## config.mk

```make
export PLATFORM = sky130hd
export DESIGN_NAME = fpu_ss_wb_arbiter
export DESIGN_NICKNAME = d
export VERILOG_FILES = /design/src/rtl/fpu_ss_pkg.sv /design/src/rtl/fpu_ss_scoreboard.sv /design/src/rtl/fpu_ss_wb_arbiter.sv
export SDC_FILE = /design/constraint.sdc
export NUM_CORES = 1
export LEC_CHECK = 0
export BUFFER_PORTS_ARGS = -buffer_cell sky130_fd_sc_hd__buf_4
export CAP_MARGIN = 20
export CORE_MARGIN = 10
export CORE_UTILIZATION = 55
export DETAILED_ROUTE_END_ITERATION = 16
export PLACE_DENSITY_LB_ADDON = 0.2
export SYNTH_ARGS = -nofsm -noshare
export SYNTH_HDL_FRONTEND = slang
export SYNTH_HIERARCHICAL = 1
export SYNTH_SLANG_ARGS = --single-unit
```

## constraint.sdc

```tcl
create_clock -name clk_i -period 3.29 [get_ports clk_i]
set_input_delay 0.1645 -clock clk_i [delete_from_list [all_inputs] [get_ports clk_i]]
set_output_delay 0.1645 -clock clk_i [all_outputs]
set_load 0.01 [all_outputs]
```

## src/rtl/fpu_ss_pkg.sv

```systemverilog
// ---------------------------------------------------------------------------
// fpu_ss_pkg : shared types and constants for the FPU subsystem write-back path
// Revision   : 1.0
// ---------------------------------------------------------------------------
`default_nettype none

package fpu_ss_pkg;

  localparam int unsigned NUM_REGS   = 32;
  localparam int unsigned ADDR_WIDTH = $clog2(NUM_REGS);

  typedef logic [ADDR_WIDTH-1:0] fp_reg_addr_t;

  typedef enum logic [0:0] {
    WB_FPU = 1'b0,
    WB_MEM = 1'b1
  } wb_src_e;

endpackage

`default_nettype wire

```

## src/rtl/fpu_ss_scoreboard.sv

```systemverilog
// ---------------------------------------------------------------------------
// fpu_ss_scoreboard : per-register pending-write flags with issue/source lookup
// Revision          : 1.0
// ---------------------------------------------------------------------------
`default_nettype none

module fpu_ss_scoreboard
  import fpu_ss_pkg::*;
#(
  parameter int unsigned NumRegs   = NUM_REGS,
  parameter int unsigned AddrWidth = $clog2(NumRegs)
) (
  input  logic                      clk_i,
  input  logic                      rst_ni,
  input  logic                      set_en_i,
  input  logic [AddrWidth-1:0]      set_addr_i,
  input  logic                      clr_en_i,
  input  logic [AddrWidth-1:0]      clr_addr_i,
  input  logic [AddrWidth-1:0]      issue_addr_i,
  output logic                      issue_busy_o,
  input  logic [2:0][AddrWidth-1:0] rs_addr_i,
  output logic [2:0]                rs_busy_o
);

  logic [NumRegs-1:0] r_busy;
  logic [NumRegs-1:0] w_busy_next;

  // Set is applied after clear so a re-issue to the retiring register stays busy.
  always_comb begin
    w_busy_next = r_busy;
    if (clr_en_i) w_busy_next[clr_addr_i] = 1'b0;
    if (set_en_i) w_busy_next[set_addr_i] = 1'b1;
  end

  always_ff @(posedge clk_i or negedge rst_ni) begin
    if (!rst_ni) r_busy <= '0;
    else         r_busy <= w_busy_next;
  end

  assign issue_busy_o = r_busy[issue_addr_i];

  for (genvar k = 0; k < 3; k++) begin : g_rs_lookup
    assign rs_busy_o[k] = r_busy[rs_addr_i[k]];
  end

endmodule

`default_nettype wire

```

## src/rtl/fpu_ss_wb_arbiter.sv

```systemverilog
// ---------------------------------------------------------------------------
// fpu_ss_wb_arbiter : FPU/load write-back arbiter, write stage and scoreboard
// Revision          : 1.0
// ---------------------------------------------------------------------------
`default_nettype none

module fpu_ss_wb_arbiter
  import fpu_ss_pkg::*;
#(
  parameter int unsigned NumRegs   = NUM_REGS,
  parameter int unsigned AddrWidth = $clog2(NumRegs),
  parameter int unsigned DataWidth = 32
) (
  input  logic                      clk_i,
  input  logic                      rst_ni,
  input  logic                      fpu_valid_i,
  output logic                      fpu_ready_o,
  input  logic [AddrWidth-1:0]      fpu_rd_i,
  input  logic [DataWidth-1:0]      fpu_wdata_i,
  input  logic                      mem_valid_i,
  output logic                      mem_ready_o,
  input  logic [AddrWidth-1:0]      mem_rd_i,
  input  logic [DataWidth-1:0]      mem_wdata_i,
  input  logic                      issue_valid_i,
  input  logic [AddrWidth-1:0]      issue_rd_i,
  output logic                      issue_ready_o,
  input  logic [2:0][AddrWidth-1:0] rs_addr_i,
  output logic [2:0]                rs_busy_o,
  output logic                      we_o,
  output logic [AddrWidth-1:0]      waddr_o,
  output logic [DataWidth-1:0]      wdata_o
);

  wb_src_e              r_ptr;
  logic                 r_we;
  logic [AddrWidth-1:0] r_waddr;
  logic [DataWidth-1:0] r_wdata;

  logic w_fpu_gnt;
  logic w_mem_gnt;
  logic w_contended;
  logic w_issue_busy;

  // Grants look only at valids and the pointer, never at downstream readies.
  assign w_contended = fpu_valid_i & mem_valid_i;
  assign w_fpu_gnt   = fpu_valid_i & (~mem_valid_i | (r_ptr == WB_FPU));
  assign w_mem_gnt   = mem_valid_i & (~fpu_valid_i | (r_ptr == WB_MEM));

  assign fpu_ready_o = w_fpu_gnt;
  assign mem_ready_o = w_mem_gnt;

  always_ff @(posedge clk_i or negedge rst_ni) begin
    if (!rst_ni) begin
      r_ptr   <= WB_FPU;
      r_we    <= 1'b0;
      r_waddr <= '0;
      r_wdata <= '0;
    end else begin
      r_we <= w_fpu_gnt | w_mem_gnt;
      if (w_contended) r_ptr <= (r_ptr == WB_FPU) ? WB_MEM : WB_FPU;
      if (w_fpu_gnt) begin
        r_waddr <= fpu_rd_i;
        r_wdata <= fpu_wdata_i;
      end else if (w_mem_gnt) begin
        r_waddr <= mem_rd_i;
        r_wdata <= mem_wdata_i;
      end
    end
  end

  assign we_o    = r_we;
  assign waddr_o = r_waddr;
  assign wdata_o = r_wdata;

  assign issue_ready_o = ~w_issue_busy;

  fpu_ss_scoreboard #(
    .NumRegs   (NumRegs),
    .AddrWidth (AddrWidth)
  ) u_scoreboard (
    .clk_i        (clk_i),
    .rst_ni       (rst_ni),
    .set_en_i     (issue_valid_i & issue_ready_o),
    .set_addr_i   (issue_rd_i),
    .clr_en_i     (r_we),
    .clr_addr_i   (r_waddr),
    .issue_addr_i (issue_rd_i),
    .issue_busy_o (w_issue_busy),
    .rs_addr_i    (rs_addr_i),
    .rs_busy_o    (rs_busy_o)
  );

endmodule

`default_nettype wire

```

== After elaboration in Yosys (flattened, before gate mapping) ==
Index checks and enable logic that the tools add are counted.
Widths: inputs -> output; s select.

* Bitwise logic cells: 14
* Muxes and demuxes: 19
* Reductions and logical operators: 3
* $lt $le $gt $ge: 7

{| class="wikitable"
|+ Operators by type and width
! kind !! count
|-
| $mux 32 || 4
|-
| $and 32x32->32 || 1
|-
| $not 32->32 || 1
|-
| $or 32x32->32 || 1
|-
| $lt 5x6->1 const B || 5
|-
| $bmux 1 s5 || 4
|-
| $demux 1 s5 || 2
|-
| $ge 5x1->1 const B || 2
|-
| $mux 5 || 2
|-
| $mux 1 || 7
|-
| $and 1x1->1 || 4
|-
| $not 1->1 || 4
|-
| $or 1x1->1 || 3
|-
| $logic_and 1x1->1 || 2
|-
| $reduce_bool 2->1 || 1
|}

* Input bits: 99
* Bits in registers: 71
* Output and inout bits: 44
* Word-level logic and storage cells: 48

== Logic depth before layout (Yosys ltp) ==
Gate-level depths: netlist of run 1.

* Word-level depth: 9
* Mapped depth: 11
* Depth with buffers taken out: 8

== Hierarchy ==
The synthesis of run 1 kept the hierarchy.

{| class="wikitable"
|+ Modules (own cells, without submodules)
! module !! instances !! cells an instance !! seq. area each (µm²) !! area each (µm²)
|-
| fpu_ss_scoreboard || 1 || 289 || 800.8 || 2,605.0
|-
| fpu_ss_wb_arbiter || 1 || 221 || 975.9 || 2,337.2
|}

== Least setup slack after synthesis of run 1 ==
OpenSTA, ideal clock, no wires.

* Path kind: flip-flop to flip-flop
* From: register u_scoreboard.r_busy[19]
* To: register u_scoreboard.r_busy[16]
* Path slack: 1.214 ns
* Cell stages (with the launch flop): 10
* Clock period less this slack: 2.076 ns
* Data arrival time: 1.994 ns
* Cell sequence: dfrtp_1 -> mux2i_1 -> a22oi_1 -> nand4b_1 -> a21oi_1 -> a311o_1 -> nor2b_1 -> or3b_2 -> clkbuf_1 -> o21ai_0

* Word-level cells in the longest chain between the ends: 5

{| class="wikitable"
|+ Ends and longest elaborated chain
! element !! RTL line !! RTL
|-
| from (decl) || fpu_ss_scoreboard.sv:25 || <nowiki>logic [NumRegs-1:0] r_busy;</nowiki>
|-
| from (signal assigned) || fpu_ss_scoreboard.sv:37 || <nowiki>else r_busy <= w_busy_next;</nowiki>
|-
| $bmux 1 s5 || fpu_ss_scoreboard.sv:40 || <nowiki>assign issue_busy_o = r_busy[issue_addr_i];</nowiki>
|-
| $mux 1 (implied by the code) || fpu_ss_scoreboard.sv:40 ||
|-
| named net w_issue_busy || fpu_ss_wb_arbiter.sv:42 || <nowiki>logic w_issue_busy;</nowiki>
|-
| $not 1->1 || fpu_ss_wb_arbiter.sv:75 || <nowiki>assign issue_ready_o = ~w_issue_busy;</nowiki>
|-
| $and 1x1->1 || fpu_ss_wb_arbiter.sv:83 || <nowiki>.set_en_i (issue_valid_i & issue_ready_o),</nowiki>
|-
| $mux 32 || fpu_ss_scoreboard.sv:32 || <nowiki>if (set_en_i) w_busy_next[set_addr_i] = 1'b1;</nowiki>
|-
| named net u_scoreboard.w_busy_next[16] || fpu_ss_scoreboard.sv:26 || <nowiki>logic [NumRegs-1:0] w_busy_next;</nowiki>
|}

The timed path passes the listed nets, and every way through them passes these cells. The select of a mux whose other input is x is not followed.
A chain may end at the register's enable or synchronous reset.

== Worst setup path after layout of run 1 ==
Same ends and word-level chain as after synthesis.

==> impl_metrics.csv, run 1 <==
group,metric,value,unit
outcome,status,"finished, final reports clean",
synthesis,ys_seq_area_share,35.9,%
timing,tns,0,ns
synthesis,mappedNetlistNets,609,
grt,grt_pass1_wl,24100,µm
power,p_per_area,664,nW/µm²
route,ant_nets,0,
timing,setup_ws,0.836,ns
cells_and_area,multiInputGateArea,2830,µm²
power,ir_worst_vdd,0.374,mV
min_path,worstHoldStart,"mem_wdata_i[14]",
setup_path,critical_path_class,"register to register",
synthesis,yosysTopAreaCell,"dfrtp_1",
setup_path,cp_num_buf_inv,0,
placed_design,dp_hpwl,11100,µm
synthesis,yosysUniqueCellTypes,32,
floorplan,dieArea,13200,µm²
setup_path,reg2reg_setup_slack,0.84,ns
timing,skew,0.0131,ns
job,maxCapViolCount,0,
cells_and_area,n_fill_cell,675,
min_path,hold_path_end,"wdata_o[14]",
floorplan,die_x,115,µm
clock_tree,cts_setup_buffers,0,
min_path,holdPathStages,3,
clock_tree,root_buffer,"clkbuf_8",
cells_and_area,seq_area,1780,µm²
route,drc,0,
setup_path,cpPeakStageDelay,0.58,ns
setup_path,path_max_fanout,8,
setup_path,slowest_stage,"or3b_2",
synthesis,synthCells,510,
timing,rsz0062_at_grt,"no",
power,p_total,4.04,mW
route,wl_per_cell,20.7,µm
placed_design,placed_area,5830,µm²
setup_path,worstPathArrival,2.69,ns
cells_and_area,nNetsFinal,730,
setup_path,cp-end-kind,"register",
cells_and_area,drive_gt1_share,26.3,%
route,detail_route.vias_per_cell,6.24,
timing,hold_viol_final,0,
setup_path,start_kind,"register",
cells_and_area,final_cell_mix,"144 x buf_4, 101 x mux2i_1, 74 x o21ai_0, 71 x dfrtp_1",
timing,worstMarginPinSlew,0.890,ns
synthesis,synth_top_cells_by_area,"dfrtp_1 36%, mux2i_1 20%, o21ai_0 7.5%, and3b_1 6.6%, a31oi_1 4.7%",
synthesis,ys_warn_count,6,
route,vias,4646,
clock_tree,cts_buffer_depth,2,
setup_path,reg2reg_depth,8,
cells_and_area,fin_area,6090,µm²
grt,grt_pass1_vias,4729,
route,drtIter0Drc,346,
setup_path,timing.rr.start,"u_scoreboard/r_busy[19]",
floorplan,die_y,115,µm
clock_tree,cts_sinks,71,
setup_path,worstPathRequired,3.53,ns
setup_path,crit_start,"u_scoreboard/r_busy[19]",
clock_tree,htree_levels,3,
timing,fin_crit_sh,74.6,%
cells_and_area,areaGrowthSynthToFinish,23.2,%
grt,grt_start_max_net_pins,79,
cells_and_area,antenna_cells,0,
clock_tree,numCtsBuffers,9,
floorplan,rows,34,
placed_design,gp_congestion,0.910,
timing,layout_min_cycle_time,2.45,ns
clock_tree,clk_latency,0.35,ns
route,wirelength,15400,µm
grt,grtUsageTotal,22.3,%
min_path,min_path_type,"primary input to register",
timing,slew_violations,0,
clock_tree,clkTransAtPathRegs,0.09,ns
power,p_leak,2.94,nW
setup_path,rr_endpoint,"u_scoreboard/r_busy[16]",
floorplan,initial_core_util,56.7,%
floorplan,ios,143,
floorplan,core,8720,µm²
timing,setup_viol,0,
synthesis,syn_area,4940,µm²
setup_path,crit_family,"simple AND/OR/NAND/NOR gates",
cells_and_area,final_common_cell,"buf_4",
clock_tree,cts_tree,"done",
grt,overflow,0,
timing,hold_ws,0.0498,ns
grt,antenna_found_initial,0,
synthesis,synth-seq-cells,71,
placed_design,place_ws,0.850,ns
route,drt-pass1-iter-count,5,
timing,max-slew-margin-rel,40.6,%
synthesis,netlist.area_leader.share,35.9,%
setup_path,path_cells,"mux2i_1, a22oi_1, nand4b_1, a21oi_1, a311o_1, nor2b_1, or3b_2, o21ai_0",
timing,fmax,408,MHz
placed_design,portBuffers,142,
synthesis,syn_area_per_cell,9.69,µm²
==> power breakdown <==
part	switching [mW]	total, mW	internal, mW
Sequential	0.464	1.65	1.19
Clock	0.349	0.855	0.506
Combinational	0.780	1.54	0.755
Total	1.59	4.04	2.45
==> tightest hold or removal path, cell delays in order <==
cell and delay (ns):
buf_4 0.08, a31oi_1 0.06, o21ai_1 0.06
==> kinds of logic (layout without fill, tap and decap cells) <==
family | after synthesis | in the layout | synth area share (%)
AOI/OAI and AO/OA | 175 | 175 | 20.1
buffers and inverters | 37 | 163 | 6.76
muxes | 101 | 101 | 20.5
xor gates and xnor gates | 1 | 1 | 0.177
DFF | 71 | 71 | 35.9
and+or+nand+nor | 125 | 125 | 16.5
==> stage by stage <==
stage,instances,util [%]
5_1_grt,744,69.8
3_3_place_gp,727,66.9
4_1_cts,744,69.8
2_1_floorplan,510,-
6_report,744,69.8
3_5_place_dp,727,66.9
==> sequential cells by signal, indices dropped and copies added, names as in the netlist <==
| register | cells |
|---|---|
| u_scoreboard/r_busy | 32 |
| wdata_o | 32 |
| waddr_o | 5 |
| r_ptr | 1 |
| we_o | 1 |
==> layer usage <==
layer / GRT usage [%] / vias to the layer above / wire [µm]
met5: 0 / - / 0
met2: 37.9 / 201 / 7790
li1: - / 2178 / -
met1: 26.1 / 2247 / 6020
met3: 6.30 / 20 / 1300
met4: 8.42 / 0 / 327
==> worst max path at each step <==
| stage | to | cells past startpoint |
|---|---|---|
| after detailed placement | u_scoreboard/r_busy[16] | 9 |
| after global placement | u_scoreboard/r_busy[4] | 9 |
| after global routing | u_scoreboard/r_busy[16] | 8 |
| after floorplan | u_scoreboard/r_busy[16] | 9 |
| final | u_scoreboard/r_busy[16] | 8 |
| after CTS | u_scoreboard/r_busy[16] | 8 |
==> layout make-up <==
type | instances | share of cell area (%)
Clock buffer | 9 | 2.03
Inverter | 2 | 0.123
Clock inverter | 7 | 1.99
Sequential cell | 71 | 29.2
Timing Repair Buffer | 145 | 17.9
Multi-Input combinational cell | 402 | 46.5
Tap cell | 108 | 2.22
==> what timing repair did <==
action | 4_1_cts | 5_1_grt
resized for setup | 0 | 0
hold buffers | 1 | 0
setup endpoints to repair | 0 | 0
endpoints found under the hold margin | 71 | 0
==> Yosys cell counts, drive strengths merged <==
cell,instances
a21oi,12
a21boi,1
nand3b,10
inv,2
xnor2,1
or3,2
nand4b,4
nor2,7
or2,1
dfrtp,71
buf,25
a311o,4
a22oi,16
mux2i,101
o21ai,101
nand3,12
and2,4
and3b,37
nand2,29
a31oi,37
clkbuf,10
and2b,4
or3b,5
nor2b,5
a211oi,4
nand2b,5
(Power assumes the default switching activity.)
==> run 2: changes to the inputs <==
- CORE_UTILIZATION: 55 -> 48
- clock period: 3.29 -> 2.1 ns (I/O delays scaled with it)
==> run 2 against run 1 <==
Net effect:
- critical path type unchanged
- clock skew down 0.0023 ns
- die area increased by 12%
- first-iteration DRC count grew 35%
- via count grew 5.4%
- highest routed layer unchanged
==> impl_metrics.csv, run 2 (synthesis results as in run 1) <==
group,metric,value,unit
job,maxCapViolCount,0,
grt,grtUsageTotal,22.2,%
floorplan,die_y,121,µm
power,p_leak,3.23,nW
grt,overflow,0,
timing,max-slew-margin-rel,52.6,%
floorplan,rows,36,
placed_design,dp.cells,790,
setup_path,slowest_stage,"or3b_4",
setup_path,cp_num_cells,8,
min_path,hold_path_end,"wdata_o[8]",
timing,skew,0.0108,ns
timing,slew_violations,0,
route,wl_per_cell,20.5,µm
clock_tree,cts_sinks,71,
setup_path,cpPeakStageDelay,0.47,ns
cells_and_area,stdcell_count,833,
cells_and_area,areaGrowthSynthToFinish,34.9,%
timing,layout_min_cycle_time,2.05,ns
setup_path,path_cells,"mux2i_1, a22oi_1, nand3_1, nand2_1, a311o_1, nor2b_2, or3b_4, o21ai_1",
power,p_per_area,1020,nW/µm²
route,drc,0,
grt,grt_pass1_wl,26300,µm
clock_tree,clkTransAtPathRegs,0.07,ns
setup_path,crit_family,"simple AND/OR/NAND/NOR gates",
timing,fmax,488,MHz
setup_path,reg2reg_setup_slack,0.05,ns
setup_path,worstPathArrival,2.30,ns
setup_path,critical_path_class,"register to register",
floorplan,die_x,121,µm
clock_tree,htree_levels,3,
route,vias,4898,
min_path,holdPathStages,3,
setup_path,start_kind,"register",
setup_path,worstPathRequired,2.35,ns
cells_and_area,drive_gt1_share,29.9,%
setup_path,reg2reg_depth,8,
outcome,status,"finished, final reports clean",
cells_and_area,seq_area,1780,µm²
floorplan,core,9910,µm²
cells_and_area,final_common_cell,"buf_4",
clock_tree,cts_tree,"done",
floorplan,dieArea,14800,µm²
clock_tree,cts_buffer_depth,2,
min_path,worstHoldStart,"mem_wdata_i[8]",
route,detail_route.vias_per_cell,5.88,
placed_design,portBuffers,142,
min_path,min_path_type,"primary input to register",
cells_and_area,nNetsFinal,793,
placed_design,dp_hpwl,12600,µm
clock_tree,clk_latency,0.35,ns
timing,fin_crit_sh,97.6,%
setup_path,timing.rr.start,"u_scoreboard/r_busy[31]",
clock_tree,root_buffer,"clkbuf_8",
floorplan,ios,143,
setup_path,cp_num_buf_inv,0,
route,drt-pass1-iter-count,5,
grt,grt_start_max_net_pins,79,
floorplan,initial_core_util,49.9,%
route,drtIter0Drc,466,
grt,antenna_found_initial,1,
power,ir_worst_vdd,0.536,mV
route,ant_nets,0,
cells_and_area,multiInputGateArea,2840,µm²
clock_tree,numCtsBuffers,9,
placed_design,gp_congestion,0.979,
route,wirelength,17100,µm
cells_and_area,n_fill_cell,802,
timing,setup_viol,0,
setup_path,cp-end-kind,"register",
cells_and_area,final_cell_mix,"182 x buf_4, 100 x mux2i_1, 71 x dfrtp_1, 58 x o21ai_0, 43 x o21ai_1",
setup_path,rr_endpoint,"u_scoreboard/r_busy[12]",
power,p_total,6.82,mW
setup_path,path_max_fanout,8,
timing,worstMarginPinSlew,0.711,ns
grt,grt_pass1_vias,5030,
timing,hold_viol_final,0,
==> run 2: changes by cell type in the layout (fill, tap and decap cells not counted), moves of 2 or more <==
cell	delta
buf_4	+38
dlygate4sd3_1	+23
o21ai_0	-16
o21ai_1	+16
clkbuf_8	+5
clkinv_4	-3
buf_12	+2
bufinv_16	-2
==> run 2: routing by layer <==
| layer | track usage [%] | wire length, µm | part of all wire, % |
|---|---|---|---|
| met5 | 0 | 0 | 0 |
| met3 | 6.24 | 1480 | 8.7 |
| met4 | 8.35 | 408 | 2.4 |
| met1 | 25.8 | 6700 | 39 |
| met2 | 37.8 | 8500 | 50 |
==> run 2: how the worst max path moves through the flow <==
stage,start,end,slack [ns]
floorplan,u_scoreboard/r_busy[19],u_scoreboard/r_busy[16],0.02
detailed placement,issue_rd_i[1],u_scoreboard/r_busy[12],-0.12
CTS,u_scoreboard/r_busy[23],u_scoreboard/r_busy[12],0.02
finish,u_scoreboard/r_busy[31],u_scoreboard/r_busy[12],0.05
global placement,issue_rd_i[1],u_scoreboard/r_busy[16],-0.04
global route,u_scoreboard/r_busy[9],u_scoreboard/r_busy[2],-0.0001
==> run 2: final cells by class <==
type	count	share of cell area, %
Antenna cell	1	0.0375
Clock buffer	14	2.89
Clock inverter	2	0.525
Inverter	2	0.113
Multi-Input combinational cell	402	42.6
Sequential cell	71	26.6
Tap cell	133	2.50
Timing Repair Buffer	208	24.7
==> run 2: power breakdown <==
group,internal (mW),switching [mW]
registers,1.86,0.400
clock network,0.710,0.507
logic,1.61,1.73
total,4.18,2.64
==> run 2: stage by stage <==
step / instance area, µm² / worst slack (ns) / setup TNS [ns] / hold slack, ns / utilization [%]
2_1_floorplan: 4940 / 0.0238 / 0 / -0.191 / -
3_3_place_gp: 6170 / -0.0365 / -0.228 / 0.0961 / 62.3
3_5_place_dp: 6170 / -0.117 / -0.697 / 0.105 / 62.3
4_1_cts: 6650 / 0.0160 / 0 / 0.000514 / 67.1
5_1_grt: 6670 / -0.000134 / -0.000134 / 0.0120 / 67.3
6_report: 6670 / 0.0509 / 0 / 0.00922 / 67.3
==> run 2: repair_timing <==
| item | CTS | global route |
|---|---|---|
| setup endpoints to repair | 10 | 31 |
| gates resized for setup | 1 | 18 |
| pin swaps | 0 | 1 |
| hold buffers | 24 | 0 |
| buffers inserted | 1 | 1 |
| hold endpoints to repair | 56 | 0 |
==> run 2: worst min-delay path, cell delays in order <==
cell	delay [ns]
buf_4	0.08
a31oi_1	0.06
o21ai_1	0.06
==> run 3: changes to the inputs <==
- BUFFER_PORTS_ARGS: -buffer_cell sky130_fd_sc_hd__buf_4 -> not set
- CORE_UTILIZATION: 48 -> 55
- DONT_BUFFER_PORTS: not set -> 1
- SETUP_SLACK_MARGIN: not set -> 0.3
==> run 3 against run 2 <==
Net effect:
- via count fell by 1.3%
- flip-flop and latch count did not move
- clock power shrank 3%
- non-clock buffer count is 99 lower
- global-route usage is 2.7 points higher
- largest cell class unchanged
- the run now ends with negative hold slack, negative setup slack left
- cell area decreased by 6.4%
- sequential power increased by 13%
- die area down 11%
- critical path type unchanged
- utilization increased by 4.3 points
==> impl_metrics.csv, run 3 (synthesis results as in run 1) <==
group,metric,value,unit
setup_path,cp_num_buf_inv,0,
clock_tree,clk_latency,0.35,ns
placed_design,placed_area,4780,µm²
setup_path,worstPathRequired,2.36,ns
timing,hold_viol_final,1,
min_path,hold_path_end,"wdata_o[27]",
grt,grt_pass1_vias,4935,
timing,fmax,472,MHz
cells_and_area,final_common_cell,"mux2i_1",
floorplan,die_y,115,µm
route,drtIter0Drc,441,
setup_path,timing.rr.start,"u_scoreboard/r_busy[26]",
setup_path,reg2reg_setup_slack,-0.02,ns
clock_tree,root_buffer,"clkbuf_8",
clock_tree,cts_buffer_depth,2,
grt,antenna_found_initial,1,
floorplan,die_x,115,µm
timing,layout_min_cycle_time,2.12,ns
min_path,min_path_type,"primary input to register",
clock_tree,numCtsBuffers,9,
floorplan,initial_core_util,56.7,%
setup_path,rr_endpoint,"u_scoreboard/r_busy[4]",
floorplan,rows,34,
setup_path,cp-end-kind,"register",
setup_path,crit_family,"simple AND/OR/NAND/NOR gates",
route,detail_route.vias_per_cell,6.81,
cells_and_area,areaGrowthSynthToFinish,26.3,%
route,vias,4832,
timing,skew,0.0142,ns
floorplan,dieArea,13200,µm²
route,drt-pass1-iter-count,5,
setup_path,cpPeakStageDelay,0.49,ns
setup_path,critical_path_class,"register to register",
cells_and_area,fin_area,6240,µm²
min_path,worstHoldStart,"fpu_wdata_i[27]",
floorplan,core,8720,µm²
placed_design,dp_hpwl,10200,µm
power,ir_worst_vdd,0.590,mV
setup_path,path_cells,"mux2i_1, a21oi_1, nand3_2, nand2_1, a311o_1, nor2b_2, or3b_4, o21ai_2",
setup_path,reg2reg_depth,8,
min_path,holdPathStages,2,
placed_design,gp_congestion,0.958,
setup_path,worstPathArrival,2.38,ns
timing,fin_crit_sh,101,%
placed_design,portBuffers,0,
power,p_leak,2.75,nW
timing,slew_violations,0,
grt,grt_start_max_net_pins,77,
cells_and_area,final_cell_mix,"97 x mux2i_1, 79 x dlygate4sd3_1, 68 x dfrtp_1, 42 x o21ai_0",
route,wirelength,17300,µm
floorplan,ios,143,
timing,max-slew-margin-rel,66.5,%
timing,hold_ws,-0.00454,ns
setup_path,path_max_fanout,8,
route,ant_nets,0,
timing,setup_ws,-0.0183,ns
outcome,violations,"negative hold slack, negative setup slack",
route,wl_per_cell,24.4,µm
power,p_per_area,1040,nW/µm²
outcome,status,"finished, violations left",
grt,grtUsageTotal,24.9,%
grt,grt_pass1_wl,26500,µm
setup_path,start_kind,"register",
timing,setup_viol,1,
clock_tree,cts_sinks,71,
cells_and_area,nNetsFinal,694,
grt,overflow,0,
route,drc,0,
timing,worstMarginPinSlew,0.503,ns
clock_tree,clkTransAtPathRegs,0.08,ns
timing,rsz0062_at_grt,"yes",
cells_and_area,drive_gt1_share,15.5,%
setup_path,slowest_stage,"or3b_4",
clock_tree,htree_levels,3,
clock_tree,cts_tree,"done",
job,maxCapViolCount,0,
[run 3: timing repair]
| item | in CTS | in global routing |
|---|---|---|
| pin swaps | 23 | 22 |
| hold buffers | 80 | 2 |
| endpoints found under the setup margin | 32 | 36 |
| resized for setup | 38 | 35 |
| hold endpoints to repair | 115 | 1 |
| cloned | 0 | 0 |
| buffers inserted | 18 | 6 |
[run 3: how the worst max path moves through the flow]
stage / startpoint / end / slack [ns] / cells past startpoint
floorplan: u_scoreboard/r_busy[11] / u_scoreboard/r_busy[24] / 0.20 / 9
global placement: u_scoreboard/r_busy[18] / u_scoreboard/r_busy[12] / 0.15 / 8
detailed placement: u_scoreboard/r_busy[18] / u_scoreboard/r_busy[6] / 0.05 / 8
CTS: u_scoreboard/r_busy[19] / u_scoreboard/r_busy[4] / 0.06 / 8
global route: u_scoreboard/r_busy[26] / u_scoreboard/r_busy[30] / -0.07 / 11
finish: u_scoreboard/r_busy[26] / u_scoreboard/r_busy[4] / -0.02 / 8
[run 3: metrics by stage]
step / utilization (%) / cells / TNS, ns / power [mW] / worst slack (ns)
6_report: 71.6 / 710 / -0.0183 / 6.46 / -0.0183
5_1_grt: 71.5 / 709 / -0.555 / 6.79 / -0.0667
4_1_cts: 69.2 / 700 / 0 / 6.04 / 0.0628
3_5_place_dp: 54.8 / 586 / 0 / 4.38 / 0.0543
3_3_place_gp: 54.8 / 586 / 0 / 4.30 / 0.153
2_1_floorplan: - / 510 / 0 / 3.92 / 0.198
[run 3: final cells by class]
type / instances / area (µm²)
timing repair buffer: 109 / 1090
antenna: 2 / 5.00
clock buffer: 12 / 165
multi-input combinational: 402 / 3000
inverter: 2 / 7.51
clock inverter: 4 / 52.6
tap: 108 / 135
sequential: 71 / 1780
fill: 607 / 2480
[run 3: power breakdown]
| group | leakage [nW] | internal [mW] | switching [mW] |
|---|---|---|---|
| Clock | 0.101 | 0.646 | 0.529 |
| Combinational | 1.81 | 1.34 | 1.40 |
| Sequential | 0.841 | 1.86 | 0.682 |
[run 3: metal layers]
metal | vias to the layer above | part of all wire, % | wire [µm] | global-route usage (%)
li1 | 2110 | - | - | -
met1 | 2338 | 36 | 6240 | 29.3
met2 | 314 | 49 | 8510 | 41.4
met3 | 70 | 10 | 1820 | 7.03
met4 | 0 | 4.4 | 758 | 11.1
met5 | - | 0 | 0 | 0
